### config.mk
export PLATFORM = sky130hd
export DESIGN_NAME = lsu_dmem_ctrl
export DESIGN_NICKNAME = d
export VERILOG_FILES = /design/src/rtl/lsu_dmem_ctrl.sv
export SDC_FILE = /design/constraint.sdc
export NUM_CORES = 1
export LEC_CHECK = 0
export CAP_MARGIN = 20
export CORE_AREA = 2 2 160 84
export CTS_BUF_LIST = sky130_fd_sc_hd__clkbuf_4 sky130_fd_sc_hd__clkbuf_8
export DETAILED_ROUTE_END_ITERATION = 16
export DIE_AREA = 0 0 162 86
export PLACE_DENSITY = 0.8
export SYNTH_ARGS = -nofsm -noshare
export SYNTH_HDL_FRONTEND = slang
export SYNTH_SLANG_ARGS = --single-unit
export TNS_END_PERCENT = 100
### constraint.sdc
create_clock -name clk -period 2.2 [get_ports clk]
set_input_delay 0.44 -clock clk [delete_from_list [all_inputs] [get_ports clk]]
set_output_delay 0.44 -clock clk [all_outputs]
set_load 0.05 [all_outputs]
### src/rtl/lsu_dmem_ctrl.sv
// Load/store unit for a word-only dmem port: sub-word loads with sign/zero
// extension, sub-word stores through read-modify-write, and access-fault checks.
module lsu_dmem_ctrl #(
    parameter int unsigned ADDR_LIMIT = 1024
) (
    input  logic        clk,
    input  logic        rst,
    input  logic        req_valid,
    output logic        req_ready,
    input  logic        req_we,
    input  logic [2:0]  req_funct3,
    input  logic [31:0] req_addr,
    input  logic [31:0] req_wdata,
    output logic        resp_valid,
    output logic [31:0] resp_rdata,
    output logic        resp_err,
    output logic        mem_read,
    output logic        mem_write,
    output logic [31:0] mem_addr,
    output logic [31:0] mem_wdata,
    input  logic [31:0] mem_rdata
);

    localparam int unsigned XLEN = 32;

    typedef enum logic [2:0] {
        IDLE   = 3'd0,
        LOAD   = 3'd1,
        WR     = 3'd2,
        RMW_RD = 3'd3,
        RMW_WR = 3'd4,
        RESP   = 3'd5
    } state_t;

    state_t      state;
    logic [1:0]  lane_q;
    logic [2:0]  funct3_q;
    logic [15:0] wdata_q;

    logic            illegal_c;
    logic            misaligned_c;
    logic            out_of_range_c;
    logic            req_err_c;
    logic [4:0]      shamt_c;
    logic [15:0]     lane_data_c;
    logic [XLEN-1:0] load_data_c;
    logic [XLEN-1:0] merge_mask_c;
    logic [XLEN-1:0] merge_data_c;
    logic [XLEN-1:0] merged_c;

    // Handshake and dmem strobes are combinational so reset can suppress them in the same cycle
    assign req_ready = (state == IDLE) && !rst;
    assign mem_read  = ((state == LOAD) || (state == RMW_RD)) && !rst;
    assign mem_write = ((state == WR) || (state == RMW_WR)) && !rst;

    // Fault classification of the incoming request
    always_comb begin
        illegal_c      = (req_funct3 == 3'b011) || (req_funct3 == 3'b110) ||
                         (req_funct3 == 3'b111) ||
                         (req_we && ((req_funct3 == 3'b100) || (req_funct3 == 3'b101)));
        misaligned_c   = ((req_funct3[1:0] == 2'b01) && req_addr[0]) ||
                         ((req_funct3 == 3'b010) && (req_addr[1:0] != 2'b00));
        out_of_range_c = req_addr >= XLEN'(ADDR_LIMIT);
        req_err_c      = illegal_c || misaligned_c || out_of_range_c;
    end

    // Lane extraction for loads and lane merge for sub-word stores
    always_comb begin
        shamt_c      = {lane_q, 3'b000};
        lane_data_c  = 16'(mem_rdata >> shamt_c);
        load_data_c  = mem_rdata;
        merge_mask_c = XLEN'(32'h0000_00FF) << shamt_c;
        merge_data_c = XLEN'({24'b0, wdata_q[7:0]}) << shamt_c;
        case (funct3_q)
            3'b000:  load_data_c = {{24{lane_data_c[7]}}, lane_data_c[7:0]};
            3'b001:  load_data_c = {{16{lane_data_c[15]}}, lane_data_c};
            3'b100:  load_data_c = {24'b0, lane_data_c[7:0]};
            3'b101:  load_data_c = {16'b0, lane_data_c};
            default: load_data_c = mem_rdata;
        endcase
        if (funct3_q[0]) begin
            merge_mask_c = XLEN'(32'h0000_FFFF) << shamt_c;
            merge_data_c = XLEN'({16'b0, wdata_q}) << shamt_c;
        end
        merged_c = (mem_rdata & ~merge_mask_c) | merge_data_c;
    end

    always_ff @(posedge clk) begin
        if (rst) begin
            state      <= IDLE;
            lane_q     <= 2'b00;
            funct3_q   <= 3'b000;
            wdata_q    <= 16'h0000;
            resp_valid <= 1'b0;
            resp_rdata <= '0;
            resp_err   <= 1'b0;
            mem_addr   <= '0;
            mem_wdata  <= '0;
        end else begin
            resp_valid <= 1'b0;
            case (state)
                IDLE: begin
                    if (req_valid) begin
                        lane_q     <= req_addr[1:0];
                        funct3_q   <= req_funct3;
                        wdata_q    <= req_wdata[15:0];
                        mem_addr   <= {req_addr[31:2], 2'b00};
                        mem_wdata  <= req_wdata;
                        resp_rdata <= '0;
                        resp_err   <= req_err_c;
                        if (req_err_c) begin
                            state      <= RESP;
                            resp_valid <= 1'b1;
                        end else if (!req_we) begin
                            state <= LOAD;
                        end else if (req_funct3 == 3'b010) begin
                            state <= WR;
                        end else begin
                            state <= RMW_RD;
                        end
                    end
                end
                LOAD: begin
                    resp_rdata <= load_data_c;
                    resp_valid <= 1'b1;
                    state      <= RESP;
                end
                WR: begin
                    resp_valid <= 1'b1;
                    state      <= RESP;
                end
                RMW_RD: begin
                    mem_wdata <= merged_c;
                    state     <= RMW_WR;
                end
                RMW_WR: begin
                    resp_valid <= 1'b1;
                    state      <= RESP;
                end
                RESP: begin
                    state <= IDLE;
                end
                default: begin
                    state <= IDLE;
                end
            endcase
        end
    end

endmodule
After elaboration in Yosys (flattened, before gate mapping)
Index checks and enable logic that the tools add are counted.

Order comparisons: 1. Equal/unequal tests: 15. Shift operators: 5. Muxes and demuxes: 15. Bitwise operators: 3. Reductions and logical operators: 25.

Operators by type and width (count): $mux 32 (4); $pmux 32 s2 (2); $pmux 32 s4 (1); $and 32x32->32 (1); $ge 32x11->1 const B (1); $not 32->32 (1); $or 32x32->32 (1); $shl 16x5->32 (1); $shl 16x5->32 const A (1); $shl 8x5->32 (1); $shl 8x5->32 const A (1); $shr 32x5->16 (1); $eq 3x3->1 const B (7); $eq 3x2->1 const B (4); $logic_or 1x1->1 (9); $pmux 3 s3 (1); $eq 3x1->1 const B (2); $logic_and 1x1->1 (6); $logic_not 3->1 (2); $mux 3 (2); $reduce_and 2->1 (3); $reduce_bool 2->1 (3); $mux 1 (3); $reduce_or 3->1 (1); other kinds (5) (5).

Register bits: 120. Output and inout bits: 101.

Longest topological paths before layout
Depth in word-level cells: 9. Gate-level depth with buffers: 7. Gate-level depth less buffers: 4.

Worst setup path after synthesis
Ideal clock, no wire load.

Kind: in2out. Start point: input port rst. End point: output port mem_write. Arrival: 2.080 ns. Required time: 1.760 ns. Slack: -0.320 ns. Stages on the path: 4. Buffers on the path: 3. Cell sequence: clkbuf_1 > clkbuf_1 > buf_1 > nor3_1.

Word-level cells in the longest chain between the ends: 2.

Ends and longest elaborated chain: from (decl) (RTL line 7) `input logic rst,`; $logic_not 1->1 (RTL line 54) `assign mem_write = ((state == WR) || (state == RMW_WR)) && !rst;`; $logic_and 1x1->1 (RTL line 54); to (decl) (RTL line 18) `output logic mem_write,`.

Every way passes these cells.

Worst setup path after layout
Start point: register resp_rdata[10]. End point: output port resp_rdata[10].

RTL lines: from (decl) (RTL line 15) `output logic [31:0] resp_rdata,`; from (signal assigned) (RTL line 124) `resp_rdata <= load_data_c;`.

No word-level cell between the ends.

==> flow_summary.toml <==
[status]
outcome = "complete, no violations"

[global_routing]
grt_first_pass_wirelength_mm = 32.5
grt_pass1_vias = 5805
grt.total_usage_pct = 30.3
antenna_found_initial = 0
overflow = 0
grt_max_degree = 72

[sta]
max_freq_ghz = 0.469
setup_viol = 0
fin_setup_tns_ns = 0
relSlewSlack_pct = 51.3
skew_ns = 0.0147
drv_slew = 0
fin_crit_sh_pct = 97.0
fin_crit_ns = 2.13
fin_hold_ws_ns = 0.281
worst_pin_slew_ns = 0.730
report.final.hold_viol_count = 0
rsz0062_at_grt = "no"
fin_ws_ns = 0.0670

[floorplanning]
core.rowCount = 29
placeableCoreArea_mm2 = 0.0124
die_y_um = 86
die-area_mm2 = 0.0139
io_pins = 204
start_util_pct = 46.4
die_x_um = 162

[synth]
syn_area_mm2 = 0.00575
syn_inst = 684
synth.top_cells.by_area = "dfxtp_1, nand2_1, a21oi_1"
yosysWarnings = 0
synth_top_cell_by_area = "dfxtp_1"
synth-edff-count = 0
ys_seq_area_share_pct = 41.8
synthArstFlopShare_pct = 0
synthFlopType = "dfxtp_1"
yosysUniqueCellTypes = 47
synth_top_area_share_pct = 41.8
avgSynthCellArea_um2 = 8.41
synth.ff_latch_count = 120

[setup_path]
worstSetupPathType = "reg2out"
end_kind = "output port"
path_buf_inv = 1
critical_path.top_delay_family = "buffers and inverters"
r2r_start = "funct3_q[0]$_SDFFE_PP0P_"
cp_slowest_cell = "clkdlybuf4s50_1"
start_kind = "flop"
crit_chain = "clkdlybuf4s50_1"
r2r_setup_slack_ns = 0.18
required_ns = 1.76
worstPathArrival_ns = 1.69
crit_path_max_fanout = 2
rr_worst_depth = 6
max_stage_delay_ns = 0.91
r2r_end = "resp_rdata[29]$_SDFFE_PP0P_"

[cts]
clock-sinks = 120
clk_path_buf_depth = 2
cts_tree = "done"
post_cts_buffers = 0
cts_root_buffer = "clkbuf_8"
ctsHoldBuffers = 0
clkTransAtPathRegs_ns = 0.07
cts_buffers = 17
cts_resized = 0
htreeDepth = 4
clkLatencyLatePin_ns = 0.45

[min_path]
hold_start = "rst"
whs_path_depth = 2
hp-class = "in2reg"
hold_path_end = "resp_rdata[7]$_SDFFE_PP0P_"

[power]
switching_power_mw = 2.15
pwr-share-seq_pct = 38.9
vdd_ir_drop_max_mv = 0.421
switching_share_pct = 34.0
leakage_nw = 2.91
powerDensity_mw_per_mm2 = 752
p_int_mw = 4.19
clkPwrFrac_pct = 32.6
combPwrFrac_pct = 28.5

[routing]
drcViolationCount = 0
routed_wl_mm = 21.5
routedWlPerCell_um = 20.4
via_count = 6294
drt-pass1-iter-count = 6
drt-initial-drc-count = 769
ant_nets = 0
routed_via_density = 5.97

[placement]
pre_cts_ws_ns = -0.153
dp_hpwl_mm = 15.7
portBuffers = 201
gp_congestion = 0.938

[job]
maxCapViolCount = 0

[layout]
antenna_cells = 0
final_common_cell = "clkdlybuf4s50_1"
nNetsFinal = 977
final_cell_mix = "clkdlybuf4s50_1, nand2_1, dfxtp_1, a21oi_1, buf_4"
fill_cells = 983
drive_above_1_share_pct = 10.5
post-route-util_pct = 67.9
syn2layout_area_growth_pct = 46.5
-- stage by stage --
stage	instances	area [µm²]	power [mW]
floorplan	685	5760	3.56
global placement	1024	8020	4.24
detailed placement	1024	8020	4.28
CTS	1054	8420	6.32
global route	1055	8430	6.55
finish	1055	8430	6.34
-- logic make-up (layout without fill, tap and decap cells) --
kind of cell	after synthesis	count (layout)	share of synthesized area, %
AOI/OAI and AO/OA	226	226	28.5
xor gates and xnor gates	2	2	0.305
buffers and inverters	71	271	5.55
DFF	120	120	41.8
muxes	31	31	5.55
other	1	2	0.0652
and+or+nand+nor	233	233	18.3
-- sequential cells by signal, indices dropped and copies added, names as in the netlist --
signal      cells
funct3_q        3
lane_q          2
mem_addr       30
mem_wdata      32
resp_err        1
resp_rdata     32
resp_valid      1
state           3
wdata_q        16
-- metal layers --
layer | global-route usage (%) | vias to the layer above | part of all wire, %
li1 | - | 2872 | -
met1 | 44.2 | 2988 | 45
met2 | 43.1 | 388 | 41
met3 | 9.33 | 46 | 13
met4 | 8.45 | 0 | 1.7
met5 | 0 | - | 0
-- Yosys cell counts (7+ instances only) --
library cell and n:
nand2_1 151, o21ai_0 22, buf_2 12, o2bb2ai_1 15, nor2b_1 14, o41ai_2 10
a2bb2oi_1 7, clkbuf_1 40, a22o_1 8, o221ai_1 8, a22oi_1 8, buf_1 7
nand3b_1 20, a311oi_1 23, dfxtp_1 120, nor2_1 27, a221oi_1 16, mux2i_1 24
a21oi_1 81, mux2_2 7, a211oi_1 11
-- final cells by class --
class	instances	area [µm²]	area share (%)
multi-input cells	494	3040	36.1
flip-flops and latches	120	2400	28.5
repair buffers	236	2350	27.9
clock buffers	21	270	3.21
well taps	170	213	2.52
clock inverters	9	126	1.50
inverters	5	18.8	0.223
-- power by group through the flow --
| stage | Sequential [mW] | Combinational (mW) | Clock (mW) |
|---|---|---|---|
| floorplan | 2.92 | 0.641 | 0 |
| global placement | 2.50 | 1.74 | 0 |
| detailed placement | 2.51 | 1.77 | 0 |
| CTS | 2.46 | 1.78 | 2.07 |
| global route | 2.48 | 1.90 | 2.17 |
| finish | 2.46 | 1.81 | 2.07 |
-- worst max-delay path by stage --
stage,start,to,slack [ns],depth (start not counted)
5_1_grt,state[0]$_SDFFE_PP0P_,mem_read,0.03,3
3_5_place_dp,mem_rdata[23],resp_rdata[29]$_SDFFE_PP0P_,-0.15,6
6_report,resp_rdata[10]$_SDFFE_PP0P_,resp_rdata[10],0.07,1
3_3_place_gp,mem_rdata[23],resp_rdata[29]$_SDFFE_PP0P_,-0.07,6
4_1_cts,lane_q[0]$_SDFFE_PP0P_,resp_rdata[0]$_SDFFE_PP0P_,0.02,4
2_1_floorplan,rst,mem_read,0.09,4
No activity file was read; power rests on OpenSTA's default activity.
